[config.mk]
export PLATFORM = sky130hd
export DESIGN_NAME = instr_encoder_flat
export DESIGN_NICKNAME = d
export VERILOG_FILES = /design/src/rtl/instr_encoder_if.sv /design/src/rtl/instr_encoder.sv /design/src/flat_wrapper.sv
export SDC_FILE = /design/constraint.sdc
export NUM_CORES = 1
export LEC_CHECK = 0
export ABC_AREA = 1
export CORE_AREA = 8 8 101 103
export DETAILED_ROUTE_END_ITERATION = 7
export DIE_AREA = 0 0 109 111
export GPL_TIMING_DRIVEN = 0
export PLACE_DENSITY = 0.71
export SYNTH_ARGS = -nofsm -noshare
export SYNTH_HDL_FRONTEND = slang
export SYNTH_SLANG_ARGS = --single-unit
[constraint.sdc]
create_clock -name clk -period 1.7 [get_ports clk]
set_input_delay 0.255 -clock clk [delete_from_list [all_inputs] [get_ports clk]]
set_output_delay 0.255 -clock clk [all_outputs]
set_load 0.005 [all_outputs]
[src/rtl/instr_encoder_if.sv]
// Field-set input bus and encoded-word output bus of the instruction encoder.
// The master drives fields and out_ready; the slave (encoder) returns words and status.
interface instr_encoder_if #(
    parameter int ADDR_WIDTH = 10
);
    logic                  in_valid;
    logic                  in_ready;
    logic [6:0]            in_opcode;
    logic [4:0]            in_rd;
    logic [4:0]            in_rs1;
    logic [4:0]            in_rs2;
    logic [2:0]            in_funct3;
    logic [6:0]            in_funct7;
    logic [31:0]           in_imm;
    logic                  out_valid;
    logic                  out_ready;
    logic [31:0]           out_word;
    logic [ADDR_WIDTH-1:0] out_addr;
    logic                  err_imm;
    logic                  err_op;

    modport master (
        output in_valid, in_opcode, in_rd, in_rs1, in_rs2, in_funct3, in_funct7, in_imm,
        output out_ready,
        input  in_ready, out_valid, out_word, out_addr, err_imm, err_op
    );

    modport slave (
        input  in_valid, in_opcode, in_rd, in_rs1, in_rs2, in_funct3, in_funct7, in_imm,
        input  out_ready,
        output in_ready, out_valid, out_word, out_addr, err_imm, err_op
    );
endinterface

[src/rtl/instr_encoder.sv]
// Packs RV32I fields into instruction words, streamed with sequential word addresses.
// Define INSTR_ENCODER_IMM_CHECK_EN to build the immediate range/alignment checker (err_imm).
module instr_encoder #(
    parameter int                    ADDR_WIDTH = 10,
    parameter logic [ADDR_WIDTH-1:0] BASE_ADDR  = '0
) (
    input  logic            clk,
    input  logic            rst_n,
    input  logic            clear,
    instr_encoder_if.slave  bus
);
    typedef enum logic [2:0] {
        FMT_R,
        FMT_I,
        FMT_S,
        FMT_B,
        FMT_J,
        FMT_U,
        FMT_BAD
    } fmt_e;

    localparam logic [31:0] NOP_WORD = 32'h0000_0013;

    fmt_e                  fmt;
    logic [31:0]           imm;
    logic [31:0]           enc_word;
    logic                  in_ready;
    logic                  accept;
    logic [ADDR_WIDTH-1:0] cnt_base;

    logic                  out_valid_q, out_valid_d;
    logic [31:0]           out_word_q,  out_word_d;
    logic [ADDR_WIDTH-1:0] out_addr_q,  out_addr_d;
    logic [ADDR_WIDTH-1:0] addr_cnt_q,  addr_cnt_d;
    logic                  err_op_q,    err_op_d;

    assign imm = bus.in_imm;

    always_comb begin
        fmt = FMT_BAD;
        case (bus.in_opcode)
            7'b0000011, 7'b0010011, 7'b1100111: fmt = FMT_I;
            7'b0100011:                         fmt = FMT_S;
            7'b1100011:                         fmt = FMT_B;
            7'b1101111:                         fmt = FMT_J;
            7'b0110111, 7'b0010111:             fmt = FMT_U;
            7'b0110011:                         fmt = FMT_R;
            default:                            fmt = FMT_BAD;
        endcase
    end

    // Bits the format cannot represent are simply not selected here.
    always_comb begin
        enc_word = NOP_WORD;
        case (fmt)
            FMT_R: enc_word = {bus.in_funct7, bus.in_rs2, bus.in_rs1, bus.in_funct3,
                               bus.in_rd, bus.in_opcode};
            FMT_I: enc_word = {imm[11:0], bus.in_rs1, bus.in_funct3, bus.in_rd, bus.in_opcode};
            FMT_S: enc_word = {imm[11:5], bus.in_rs2, bus.in_rs1, bus.in_funct3,
                               imm[4:0], bus.in_opcode};
            FMT_B: enc_word = {imm[12], imm[10:5], bus.in_rs2, bus.in_rs1, bus.in_funct3,
                               imm[4:1], imm[11], bus.in_opcode};
            FMT_J: enc_word = {imm[20], imm[10:1], imm[11], imm[19:12], bus.in_rd, bus.in_opcode};
            FMT_U: enc_word = {imm[31:12], bus.in_rd, bus.in_opcode};
            default: enc_word = NOP_WORD;
        endcase
    end

    assign in_ready = !out_valid_q || bus.out_ready;
    assign accept   = bus.in_valid && in_ready;

    // clear wins over the running count, so a simultaneous accept lands on BASE_ADDR.
    always_comb begin
        cnt_base    = clear ? BASE_ADDR : addr_cnt_q;
        addr_cnt_d  = accept ? cnt_base + ADDR_WIDTH'(1) : cnt_base;
        out_valid_d = out_valid_q;
        out_word_d  = out_word_q;
        out_addr_d  = out_addr_q;
        if (accept) begin
            out_valid_d = 1'b1;
            out_word_d  = enc_word;
            out_addr_d  = cnt_base;
        end else if (bus.out_ready) begin
            out_valid_d = 1'b0;
        end
        err_op_d = (clear ? 1'b0 : err_op_q) | (accept && (fmt == FMT_BAD));
    end

    always_ff @(posedge clk or negedge rst_n) begin
        if (!rst_n) begin
            out_valid_q <= 1'b0;
            out_word_q  <= 32'h0;
            out_addr_q  <= BASE_ADDR;
            addr_cnt_q  <= BASE_ADDR;
            err_op_q    <= 1'b0;
        end else begin
            out_valid_q <= out_valid_d;
            out_word_q  <= out_word_d;
            out_addr_q  <= out_addr_d;
            addr_cnt_q  <= addr_cnt_d;
            err_op_q    <= err_op_d;
        end
    end

`ifdef INSTR_ENCODER_IMM_CHECK_EN
    logic imm_bad;
    logic err_imm_q, err_imm_d;

    // An immediate is representable when all bits above the format's top bit copy its sign.
    always_comb begin
        imm_bad = 1'b0;
        case (fmt)
            FMT_I, FMT_S: imm_bad = (imm[31:11] != {21{imm[11]}});
            FMT_B:        imm_bad = (imm[31:12] != {20{imm[12]}}) || imm[0];
            FMT_J:        imm_bad = (imm[31:20] != {12{imm[20]}}) || imm[0];
            FMT_U:        imm_bad = (imm[11:0] != 12'h0);
            default:      imm_bad = 1'b0;
        endcase
    end

    always_comb begin
        err_imm_d = (clear ? 1'b0 : err_imm_q) | (accept && imm_bad);
    end

    always_ff @(posedge clk or negedge rst_n) begin
        if (!rst_n) begin
            err_imm_q <= 1'b0;
        end else begin
            err_imm_q <= err_imm_d;
        end
    end

    assign bus.err_imm = err_imm_q;
`else
    assign bus.err_imm = 1'b0;
`endif

    assign bus.in_ready  = in_ready;
    assign bus.out_valid = out_valid_q;
    assign bus.out_word  = out_word_q;
    assign bus.out_addr  = out_addr_q;
    assign bus.err_op    = err_op_q;
endmodule
[src/flat_wrapper.sv]
// flat-port wrapper written by rule: the top's interface ports become plain ports
module instr_encoder_flat 
#(
    parameter int                    ADDR_WIDTH = 10,
    parameter logic [ADDR_WIDTH-1:0] BASE_ADDR  = '0
)
  (clk, rst_n, clear, bus_in_valid, bus_in_opcode, bus_in_rd, bus_in_rs1, bus_in_rs2, bus_in_funct3, bus_in_funct7, bus_in_imm, bus_out_ready, bus_in_ready, bus_out_valid, bus_out_word, bus_out_addr, bus_err_imm, bus_err_op);
  instr_encoder_if #(.ADDR_WIDTH(ADDR_WIDTH)) bus_i ();
  input  logic clk;
  input  logic rst_n;
  input  logic clear;
  input wire logic [$bits(bus_i.in_valid)-1:0] bus_in_valid;
  input wire logic [$bits(bus_i.in_opcode)-1:0] bus_in_opcode;
  input wire logic [$bits(bus_i.in_rd)-1:0] bus_in_rd;
  input wire logic [$bits(bus_i.in_rs1)-1:0] bus_in_rs1;
  input wire logic [$bits(bus_i.in_rs2)-1:0] bus_in_rs2;
  input wire logic [$bits(bus_i.in_funct3)-1:0] bus_in_funct3;
  input wire logic [$bits(bus_i.in_funct7)-1:0] bus_in_funct7;
  input wire logic [$bits(bus_i.in_imm)-1:0] bus_in_imm;
  input wire logic [$bits(bus_i.out_ready)-1:0] bus_out_ready;
  output wire logic [$bits(bus_i.in_ready)-1:0] bus_in_ready;
  output wire logic [$bits(bus_i.out_valid)-1:0] bus_out_valid;
  output wire logic [$bits(bus_i.out_word)-1:0] bus_out_word;
  output wire logic [$bits(bus_i.out_addr)-1:0] bus_out_addr;
  output wire logic [$bits(bus_i.err_imm)-1:0] bus_err_imm;
  output wire logic [$bits(bus_i.err_op)-1:0] bus_err_op;
  assign bus_i.in_valid = bus_in_valid;
  assign bus_i.in_opcode = bus_in_opcode;
  assign bus_i.in_rd = bus_in_rd;
  assign bus_i.in_rs1 = bus_in_rs1;
  assign bus_i.in_rs2 = bus_in_rs2;
  assign bus_i.in_funct3 = bus_in_funct3;
  assign bus_i.in_funct7 = bus_in_funct7;
  assign bus_i.in_imm = bus_in_imm;
  assign bus_i.out_ready = bus_out_ready;
  assign bus_in_ready = bus_i.in_ready;
  assign bus_out_valid = bus_i.out_valid;
  assign bus_out_word = bus_i.out_word;
  assign bus_out_addr = bus_i.out_addr;
  assign bus_err_imm = bus_i.err_imm;
  assign bus_err_op = bus_i.err_op;
  instr_encoder #(.ADDR_WIDTH(ADDR_WIDTH), .BASE_ADDR(BASE_ADDR)) u_core (.clk(clk), .rst_n(rst_n), .clear(clear), .bus(bus_i));
endmodule
Word level (Yosys, flattened, before mapping)
Index checks and enable logic that the tools add are counted.
- reduce and logical (&&, ||, !) cells: 8
- bitwise logic cells: 1
- add/subtract/negate cells: 1
- mux-type cells: 7
- equal/unequal tests: 15
- operators by type and width (kind ; number):
    one-hot mux 32 bit (6 select lines) ; 1
    == test 7 x 6 -> 1 bit, second input constant ; 3
    == test 7 bit, second input constant ; 3
    two-way mux 10 bit ; 2
    one-hot mux 3 bit (6 select lines) ; 1
    == test 7 x 5 -> 1 bit, second input constant ; 2
    adder 10 x 1 -> 10 bit, second input constant ; 1
    == test 3 bit, second input constant ; 3
    == test 7 x 2 -> 1 bit, second input constant ; 1
    == test 3 x 2 -> 1 bit, second input constant ; 2
    == test 3 x 1 -> 1 bit, second input constant ; 1
    zero test 3 bit ; 1
    two-way mux 1 bit ; 3
    OR reduction 3 bit ; 1
    logical AND 1 bit ; 2
    nonzero test 2 bit ; 1
    OR reduction 2 bit ; 1
    zero test 1 bit ; 1
    logical OR 1 bit ; 1
    bitwise OR 1 bit ; 1
- register bits after elaboration: 54
- word-level logic and storage cells: 37
- input port bits: 69

Logic depth before layout (Yosys ltp)
Gate-level depths: netlist (run 1).
- depth in word-level cells: 6
- depth in mapped cells: 12
- depth with buffers taken out: 11

Worst setup path after synthesis (run 1)
Ideal clock, no wire load.
- kind: in2reg
- start: input port clear
- end: register u_core.addr_cnt_q[8]
- setup slack: 0.248 ns
- setup time: 0.117 ns
- cell stages on the path: 12
- arrival time: 1.336 ns
- cells stage by stage: buf_2 -> inv_2 -> nand2_1 -> inv_2 -> ha_1 -> inv_1 -> nor3_1 -> nand2_1 -> nand2_1 -> nand2_1 -> nand2_1 -> nand2_1
- word-level cells in the longest chain between the ends: 3
- ends and longest elaborated chain (item ; RTL line ; RTL):
    start, declared ; flat_wrapper.sv:11 ; input logic clear;
    two-way mux 10 bit ; instr_encoder.sv:74 ; cnt_base = clear ? BASE_ADDR : addr_cnt_q;
    net u_core.cnt_base[0] ; instr_encoder.sv:29 ; logic [ADDR_WIDTH-1:0] cnt_base;
    adder 10 x 1 -> 10 bit ; instr_encoder.sv:75 ; addr_cnt_d = accept ? cnt_base + ADDR_WIDTH'(1) : cnt_base;
    two-way mux 10 bit ; instr_encoder.sv:75 ;
    net u_core.addr_cnt_d[8] ; instr_encoder.sv:34 ; logic [ADDR_WIDTH-1:0] addr_cnt_q, addr_cnt_d;
    end signal, assigned ; instr_encoder.sv:100 ; addr_cnt_q <= addr_cnt_d;
    end, declared ; instr_encoder.sv:34 ;
The timed path passes the listed nets, and every way through them passes these cells.
A chain may end at the register's enable or synchronous reset.

Worst setup path after layout (run 1)
- start: input port bus_out_ready
- end: output port bus_in_ready
- word-level cells in the longest chain between the ends: 1
- ends and longest elaborated chain (item ; RTL line ; RTL):
    start, declared ; flat_wrapper.sv:20 ; input wire logic [$bits(bus_i.out_ready)-1:0] bus_out_ready;
    logical OR 1 bit ; instr_encoder.sv:69 ; assign in_ready = !out_valid_q || bus.out_ready;
    end, declared ; flat_wrapper.sv:21 ; output wire logic [$bits(bus_i.in_ready)-1:0] bus_in_ready;
Every way passes these cells.

==> results of run 1 <==
per-layer routing:
layer  vias up  GRT usage (%)  wire length, um  share of wire (%)
li1       1835              -                -                  -
met1      1681           23.1             4540                 41
met2       136           29.6             5350                 49
met3        16           5.12              957                8.7
met4         2           3.84              149                1.4
met5         -              0                8              0.073
cell families (layout without fill, tap and decap cells):
family | after synthesis | count (layout) | synth area share (%)
fa+ha+maj | 1 | 1 | 0.375
other cells | 1 | 1 | 0.112
buf+inv | 67 | 193 | 8.85
compound gates | 26 | 26 | 4.01
xor+xnor | 4 | 4 | 1.05
flops | 54 | 54 | 40.5
simple gates | 354 | 354 | 45.1
layout by cell type, fill, tap and decap left out, drive strengths merged:
cell             n
a21oi           11
buf             20
bufinv           1
clkbuf          13
clkdlybuf4s50  108
clkinv           1
conb             1
dfrtp           54
dlygate4sd3      1
dlymetal6s2s     3
ha               1
inv             46
nand2          226
nand3           67
nand3b           1
nand4            4
nor2            42
nor3            11
o21ai           14
o2bb2ai          1
or2              3
xor2             4
worst paths after layout:
check / start / end / slack [ps] / cells after the start
max in group asynchronous: rst_n / u_core.bus.out_word[22] / 700 / 3
min reg2reg: u_core.bus.out_word[1] / u_core.bus.out_word[1] / 480 / 1
min in group asynchronous: rst_n / u_core.bus.out_addr[8] / 440 / 2
max reg2reg: u_core.addr_cnt_q[1] / u_core.addr_cnt_q[8] / 210 / 10
max: bus_out_ready / bus_in_ready / 80 / 4
min: clear / u_core.addr_cnt_q[5] / 330 / 4
state kept, by name, summed over array words and instances, names as in the netlist:
name                  cells
u_core.bus.out_valid      1
u_core.bus.err_op         1
u_core.bus.out_addr      10
u_core.bus.out_word      32
u_core.addr_cnt_q        10
metrics by stage:
| step | util [%] | power (mW) |
|---|---|---|
| after floorplan | - | 1.58 |
| after global placement | 53.7 | 1.94 |
| after detailed placement | 53.9 | 1.95 |
| after CTS | 55.3 | 2.84 |
| after global routing | 56.3 | 2.95 |
| final | 56.3 | 2.83 |
what timing repair did:
action / in CTS / in global routing
endpoints found under the hold margin: 19 / 0
hold buffers: 1 / 0
resized for setup: 0 / 15
buffers inserted: 0 / 4
endpoints found under the setup margin: 0 / 41
power by group:
| part | switching [mW] | leakage, nW | total (mW) | internal (mW) |
|---|---|---|---|---|
| sequential | 0.0261 | 0.727 | 1.36 | 1.33 |
| combinational | 0.291 | 1.75 | 0.582 | 0.291 |
| clock | 0.446 | 0.0585 | 0.889 | 0.442 |
| total | 0.763 | 2.54 | 2.83 | 2.07 |
area by class of cell:
type,count,area [um2],area share [%]
clock buffers,5,68.8,1.43
inverters,45,169,3.51
plain buffers,22,133,2.76
well taps,108,135,2.81
multi-input cells,386,1730,35.9
repair buffers,118,1180,24.6
clock inverters,3,43.8,0.910
flip-flops and latches,54,1350,28.1
worst reg2reg max path, cell delays in order (launching register included):
cell and delay, ps:
dfrtp_1 350, inv_1 40, nor2_1 160, ha_1 200, inv_1 60, nor3_1 270, nand2_1 100, nand2_1 70
nand2_1 50, nand2_1 50, nand2_1 50
==> results.md, run 1 <==
- Share of cells above drive strength 1: 8.85%
- Crit. End Element: primary output
- Largest net degree at the start of global routing: 36
- Drt drc: 0
- CP bufs+invs: 3
- Die W: ~110 um
- P_leak: 2.54 nW
- Hold Vio Cnt, Final: 0
- First-pass GRT wire length: around 18000 um
- Synth Instances: roughly 510
- Final setup margin: 82.4 ps
- Post-synth cell types: 26
- Syn_nets: between 500 and 600
- CTS root buf: clkbuf_8
- Placed wire-length estimate: around 9000 um
- Worst path most repeated cell: clkdlybuf4s50_1
- Synth Register Bits: between 50 and 60
- Critical Path, Cell by Cell: clkdlybuf4s50_1 -> inv_1 -> nand2_1 -> clkdlybuf4s50_1
- CTS H-tree lvls: 2
- Remaining global-route overflow: 0
- Top cell family by delay on the critical path: buffers and inverters
- CP required: about 1400 ps
- Die footprint: 0.0121 mm2
- Total CTS buffers: 5
- Commonest cells in the netlist: nand2_1 (218), nand3_1 (67), dfrtp_1 (54), inv_1 (39), nor2_1 (36)
- Fmax: 0.618 GHz
- Final period util: a little over nine tenths
- Area of the core: roughly 0.0086 mm2
- Iteration-0 DRC Markers: roughly 210
- Post-synth EDFFs: 0
- Fin nets: between 700 and 800
- Status: finished, final reports clean
- PortBufs: roughly 110
- Slowest Stage Delay on Critical Path: 520 ps
- Register area share after synthesis: 40.5%
- Final wirelength: 11000 um
- Minimum clock period: about 1600 ps
- Finished Layout Cells: 741
- Slew @ Worst Pin: just over 500 ps
- Vias per cell: between 4 and 5
- Synth top area share: about two fifths
- Area Growth Syn to Fin: 44.2%
- Worst min path class: input port to flop
- Clock Latency Late Sink: just over 300 ps
- Initial antenna violation count: 1
- Vias in the first global route: around 3600
- Slew HR: between 60 and 70%
- Gr usage total: 18.2%
- Row count: 34
- Io pins: approximately 120
- Crit path DAT: 1360 ps
- Post-route cell area: 0.00481 mm2
- Wirelength per Cell: between 10 and 15 um
- Most area-consuming cells after synthesis: dfrtp_1 (40%), nand2_1 (25%), nand3_1 (10%)
- CP startpoint kind: input port
- Routability cong.: a little under 0.9
- CTS tree: yes
- FFs w/ async S/R, synth: 100%
- Largest area contributor in the netlist: dfrtp_1
- Post-Place Cells: between 700 and 800
- Synth Warn #: 0
- Clock sink count: 54
- Setup TNS: 0 ps
- Avg Inst Size Synth: approximately 6.6 um2
- Critical path class: input port to primary output
- Max Cap Viol: 0
- Pre-antenna DRT Iters: 5
- Worst VDD drop: between 0.0003 and 0.0004 V
- Post-Syn Area: between 0.003 and 0.004 mm2
- CTS max path bufs: 2
- Pins Over Slew Limit: 0
- DP Area: roughly 0.0046 mm2
- Diodes inserted: 0
- Clk pin slew, worst setup/hold paths: 100 ps
- Unrepaired setup endpoints after global routing: false
- Slowest-stage cell, CP: clkdlybuf4s50_1
- Hold WS: 332 ps
- Pre-CTS setup slack: -328 ps
- Initial Utilization: 39.0%
- Layout Skew: between 3 and 4 ps
- Final number of setup-violating endpoints: 0
- Height of the die: between 100 and 150 um
- Count leader, synth: nand2_1
- Critical-path maximum fanout: 3
- Top_reg_cell synth: dfrtp_1
- ANT nets after route: 0
- Via count: about 3700
- PD cells: roughly 590 mW/mm2
- # fillers: 802
No activity file was read; power rests on OpenSTA's default activity.
==> run 2: changes to the inputs <==
--- a/config.mk
+++ b/config.mk
@@ -6,6 +6,7 @@
 export NUM_CORES = 1
 export LEC_CHECK = 0
 export ABC_AREA = 1
+export CAP_MARGIN = 30
 export CORE_AREA = 8 8 101 103
 export DETAILED_ROUTE_END_ITERATION = 7
 export DIE_AREA = 0 0 109 111
==> constraint.sdc (replaced) <==
create_clock -name clk -period 1.95 [get_ports clk]
set_input_delay 0.2925 -clock clk [delete_from_list [all_inputs] [get_ports clk]]
set_output_delay 0.2925 -clock clk [all_outputs]
set_load 0.005 [all_outputs]
==> run 2 against run 1 <==
Effect of this change:
- setup slack better by 120 ps
- largest cell class unchanged
- clock skew is 2.0 ps higher
- worst hold slack better by 39 ps
- highest routed layer is now met4
- non-clock buffer count is 4 lower
- largest power group unchanged
==> results.md, run 2 (synthesized netlist as in run 1, its figures left out) <==
- DP Area: between 0.004 and 0.005 mm2
- Max FFs per register: 32
- Slew HR: approximately 66%
- Initial Utilization: just under 40%
- CTS max path bufs: 2
- Setup crit end: u_core.bus.out_word[29]
- Vias in the first global route: around 3600
- CTS H-tree lvls: 2
- Crit. End Element: flop
- Fin nets: 698
- Remaining global-route overflow: 0
- Drt drc: 0
- Footprint of the multi-input gates: 0.00169 mm2
- Critical Path, Cell by Cell: clkdlybuf4s50_1 -> nand2_1 -> nor2_2 -> buf_2 -> nand3_1 -> nand2_1 -> nor2_1 -> nand2_1 -> nand2_1 -> nand2_1
- Io pins: approximately 120
- Area of the core: approximately 0.0086 mm2
- Iteration-0 DRC Markers: 186
- P_leak: between 2 and 2.5 nW
- Wirelength per Cell: 14.8 um
- Largest net degree at the start of global routing: 36
- Via count: between 3000 and 4000
- CP startpoint kind: input port
- Worst R2R Setup Slack: ~310 ps
- PostCTS Resize Cnt: 0
- Unrepaired setup endpoints after global routing: false
- Total power: between 2 and 2.5 mW
- Most common cell after layout, fill and taps aside: nand2_1
- Minimum clock period: 1750 ps
- Critical-path maximum fanout: 10
- Final wirelength: 10900 um
- Worst path most repeated cell: nand2_1
- Crit path DAT: ~2000 ps
- Clk pin slew, worst setup/hold paths: ~100 ps
- ANT nets after route: 0
- Total CTS buffers: 5
- Initial antenna violation count: 0
- FF-to-FF path depth: 7
- Clock sink count: 54
- Routability cong.: roughly 0.9
- # fillers: approximately 800
- Critical Path Source: bus_in_opcode[2]
- Final period util: around nine tenths
- Worst VDD drop: 0.000300 V
- Area Growth Syn to Fin: 41.8%
- Gr usage total: a little under a fifth
- Pins Over Slew Limit: 0
- Height of the die: between 100 and 150 um
- Clock Latency Late Sink: 310 ps
- CTS root buf: clkbuf_8
- First-pass GRT wire length: around 18000 um
- Die footprint: 0.0121 mm2
- Hold Vio Cnt, Final: 0
- Fmax: about 0.57 GHz
- Slowest-stage cell, CP: clkdlybuf4s50_1
- Vias per cell: between 4 and 5
- CTS tree: yes
- Most frequent cells in the layout: nand2_1 (218), clkdlybuf4s50_1 (111), nand3_1 (67)
- Post-route cell area: 0.00473 mm2
- Max Cap Viol: 0
- Die W: 109 um
- Share of cells above drive strength 1: around 7.5%
- RR Startpoint: u_core.bus.out_valid
- Worst min path class: input port to flop
- R2R Path End: u_core.bus.out_word[11]
- PD cells: 518 mW/mm2
- Placed wire-length estimate: about 8700 um
- CP required: ~2200 ps
- Row count: 34
- Critical path class: input port to flop
- Final number of setup-violating endpoints: 0
- Diodes inserted: 0
- Status: finished, final reports clean
- Layout Skew: about 5.7 ps
- PortBufs: between 100 and 150
- Slowest Stage Delay on Critical Path: about 580 ps
- Sequential Area: approximately 0.0014 mm2
- Slew @ Worst Pin: 507 ps
- Pre-antenna DRT Iters: 5
run 2: cell count changes in the layout (fill, tap and decap cells not counted), sizes merged:
cell / before / now
clkdlybuf4s50: 108 / 111
clkbuf: 13 / 12
clkinv: 1 / 2
buf: 20 / 17
dlymetal6s2s: 3 / 0
inv: 46 / 45
run 2: metal layers:
metal | wire [um] | vias to the layer above | global-route usage [%]
li1 | - | 1830 | -
met1 | 4580 | 1660 | 23.1
met2 | 5210 | 127 | 29.6
met5 | 0 | - | 0
met4 | 176 | 0 | 3.84
met3 | 930 | 19 | 5.12
run 2: metrics by stage:
stage	worst slack (ps)	instances	setup TNS [ps]	util [%]	hold slack [ps]
global route	38.6	737	0	55.3	411
detailed placement	-116	728	-2490	53.9	292
finish	201	737	0	55.3	371
floorplan	460	507	0	-	-3.09
global placement	-1100	727	-60490	53.7	452
CTS	215	737	0	55.3	364
run 2: timing repair:
action / in CTS / in global routing
buffers inserted: 0 / 0
hold buffers: 1 / 0
endpoints found under the hold margin: 19 / 0
run 2: worst min path at each step:
stage                                 startpoint                endpoint  slack (ps)  cells after the start
after floorplan                            rst_n    u_core.addr_cnt_q[0]          -3                      0
after global placement    u_core.bus.out_word[0]  u_core.bus.out_word[0]         450                      1
after detailed placement                   rst_n  u_core.bus.out_addr[8]         290                      1
after CTS                                  clear    u_core.addr_cnt_q[5]         360                      4
after global routing                       clear  u_core.bus.out_addr[5]         410                      4
final                                      clear    u_core.addr_cnt_q[5]         370                      4
run 2: area by class of cell:
cell class	count	share of cell area (%)
Multi-Input combinational cell	386	35.7
Sequential cell	54	28.6
Timing Repair Buffer	114	24.2
Inverter	45	3.57
Tap cell	108	2.86
Buffer	22	2.67
Clock buffer	5	1.45
Clock inverter	3	0.925
run 2: power breakdown:
part | internal [mW] | switching (mW) | total, mW | leakage (nW)
clock | 0.386 | 0.385 | 0.771 | 0.0585
combinational | 0.247 | 0.247 | 0.494 | 1.69
sequential | 1.16 | 0.0227 | 1.19 | 0.727
run 2: worst max-delay path: cells and delay by family:
kind,cells,cell delay [ps]
buffers and inverters,2,870
and+or+nand+nor,8,830
==> run 3: changes to the inputs <==
--- a/config.mk
+++ b/config.mk
@@ -7,11 +7,11 @@
 export LEC_CHECK = 0
 export ABC_AREA = 1
 export CAP_MARGIN = 30
-export CORE_AREA = 8 8 101 103
+export CORE_AREA = 2 2 85 108
 export DETAILED_ROUTE_END_ITERATION = 7
-export DIE_AREA = 0 0 109 111
+export DIE_AREA = 0 0 87 110
 export GPL_TIMING_DRIVEN = 0
-export PLACE_DENSITY = 0.71
+export PLACE_DENSITY_LB_ADDON = 0.1
 export SYNTH_ARGS = -nofsm -noshare
 export SYNTH_HDL_FRONTEND = slang
 export SYNTH_SLANG_ARGS = --single-unit
==> run 3 against run 2 <==
Effect of this change:
- global-route usage rose by 2.9 points
- clock-buffer cell count is the same
- cell area down 0.63%
- critical path depth stayed put
- largest cell class unchanged
==> results.md, run 3 (synthesized netlist as in run 1, its figures left out) <==
- PD cells: between 400 and 500 mW/mm2
- CP required: about 2200 ps
- Final setup margin: 205 ps
- Final period util: 89.5%
- Crit path DAT: 1960 ps
- Fmax: 0.573 GHz
- Critical-path maximum fanout: 9
- Hold Vio Cnt, Final: 0
- Worst min path class: input port to flop
- Top cell family by delay on the critical path: simple AND/OR/NAND/NOR gates
- Most frequent cells in the layout: nand2_1 (218), clkdlybuf4s50_1 (111), nand3_1 (67)
- Most common cell after layout, fill and taps aside: nand2_1
- Layout Skew: between 8 and 9 ps
- Slew HR: a little under two thirds
- Unrepaired setup endpoints after global routing: false
- Sequential Area: roughly 0.0014 mm2
- RR Startpoint: u_core.bus.out_valid
- Fin nets: roughly 700
- Hold Path Origin: clear
- CTS root buf: clkbuf_8
- Final wirelength: about 9800 um
- Crit. End Element: flop
- Post-Place Cells: just over 700
- ANT nets after route: 0
- P_leak: between 2 and 2.5 nW
- PostCTS Resize Cnt: 0
- Status: finished, final reports clean
- Worst VDD drop: 0.000322 V
- Final number of setup-violating endpoints: 0
- Remaining global-route overflow: 0
- First-pass GRT wire length: between 15000 and 20000 um
- Critical Path, Cell by Cell: clkdlybuf4s50_1 -> inv_2 -> nor2_2 -> nand2_2 -> nand2_4 -> inv_2 -> nand2_2 -> nand2_1 -> nand2_1 -> nand2_1
- Hold WS: 355 ps
- Footprint of the multi-input gates: between 0.0015 and 0.002 mm2
- R2R Path End: u_core.bus.out_word[11]
- Row count: 38
- CTS max path bufs: 2
- Hold Crit Depth: 4
- Iteration-0 DRC Markers: approximately 190
- Slowest-stage cell, CP: clkdlybuf4s50_1
- CP startpoint kind: input port
- Clock sink count: 54
- CTS H-tree lvls: 2
- Area Growth Syn to Fin: 40.9%
- Slowest Stage Delay on Critical Path: between 500 and 600 ps
- Minimum clock period: around 1700 ps
- Via count: between 3000 and 4000
- Diodes inserted: 0
- Max Cap Viol: 0
- Pre-CTS setup slack: -118 ps
- CP bufs+invs: 3
- Finished Layout Cells: 729
- Gr usage total: 21.1%
- Critical path class: input port to flop
- PortBufs: about 110
- # fillers: ~840
- Worst path most repeated cell: nand2_1
- Placed wire-length estimate: 7760 um
- Drt drc: 0
- Routability cong.: 0.858
- Wirelength per Cell: 13.5 um
- Vias in the first global route: 3385
- Worst R2R Setup Slack: between 300 and 400 ps
- Area of the core: 0.00851 mm2
- Share of cells above drive strength 1: under 10%
- Slew @ Worst Pin: 543 ps
- Total CTS buffers: 5
- Clock Latency Late Sink: 310 ps
- Finished Core Util: roughly 55%
- Hold EP: u_core.addr_cnt_q[5]
- Largest net degree at the start of global routing: 34
- Initial Utilization: roughly two fifths
- Io pins: around 120
- CTS tree: yes
- Die footprint: ~0.0096 mm2
- Die W: roughly 87 um
- Clk pin slew, worst setup/hold paths: about 110 ps
- Pre-antenna DRT Iters: 4
- Vias per cell: around 4.9
- Max FFs per register: 32
- Initial antenna violation count: 0
- Setup TNS: 0 ps
- Pins Over Slew Limit: 0
- FF-to-FF path depth: 7
- Height of the die: ~110 um
[run 3: changes by cell type in the layout (fill, tap and decap cells not counted), sizes merged]
cell	previous run	this run
bufinv	1	0
clkinvlp	0	2
clkinv	2	1
[run 3: through the flow]
stage | power [mW] | cell area, um2
2_1_floorplan | 1.38 | 3340
3_3_place_gp | 1.69 | 4580
3_5_place_dp | 1.70 | 4600
4_1_cts | 2.36 | 4700
5_1_grt | 2.45 | 4700
6_report | 2.33 | 4700
[run 3: repair_timing]
item | in CTS | in global routing
endpoints found under the hold margin | 21 | 0
setup buffers | 0 | 0
hold buffers | 1 | 0
[run 3: worst max path at each step]
stage / startpoint / end / slack (ps) / depth (start not counted)
floorplan: clear / u_core.addr_cnt_q[8] / 460 / 12
global placement: rst_n / u_core.bus.out_word[26] / -1090 / 1
detailed placement: bus_out_ready / u_core.addr_cnt_q[8] / -120 / 9
CTS: bus_out_ready / u_core.addr_cnt_q[8] / 210 / 9
global route: bus_in_opcode[2] / u_core.bus.out_word[30] / 60 / 10
finish: bus_in_opcode[4] / u_core.bus.out_word[4] / 200 / 10
[run 3: power by group]
group | internal (mW) | leakage, nW | switching, mW
logic | 0.247 | 1.69 | 0.241
registers | 1.16 | 0.727 | 0.0229
clock network | 0.258 | 0.0408 | 0.395
total | 1.67 | 2.46 | 0.659
[run 3: routing by layer]
metal  part of all wire (%)  wire [um]  track usage [%]  vias to the layer above
li1                       -          -                -                     1824
met1                     43       4190             27.1                     1616
met2                     51       4960             36.5                      102
met3                    4.2        411             2.61                       17
met4                    2.6        254             7.03                        0
met5                      0          0                0                        -
[run 3: tightest hold or removal path, stage by stage]
cell	delay, ps
buf_2	180
o21ai_1	90
nand2_1	50
inv_1	30
[run 3: area by class of cell]
class	count	share of cell area [%]
Buffer	22	2.69
Clock buffer	5	1.46
Clock inverter	3	0.506
Inverter	45	3.59
Multi-Input combinational cell	386	36.0
Sequential cell	54	28.7
Tap cell	100	2.66
Timing Repair Buffer	114	24.4
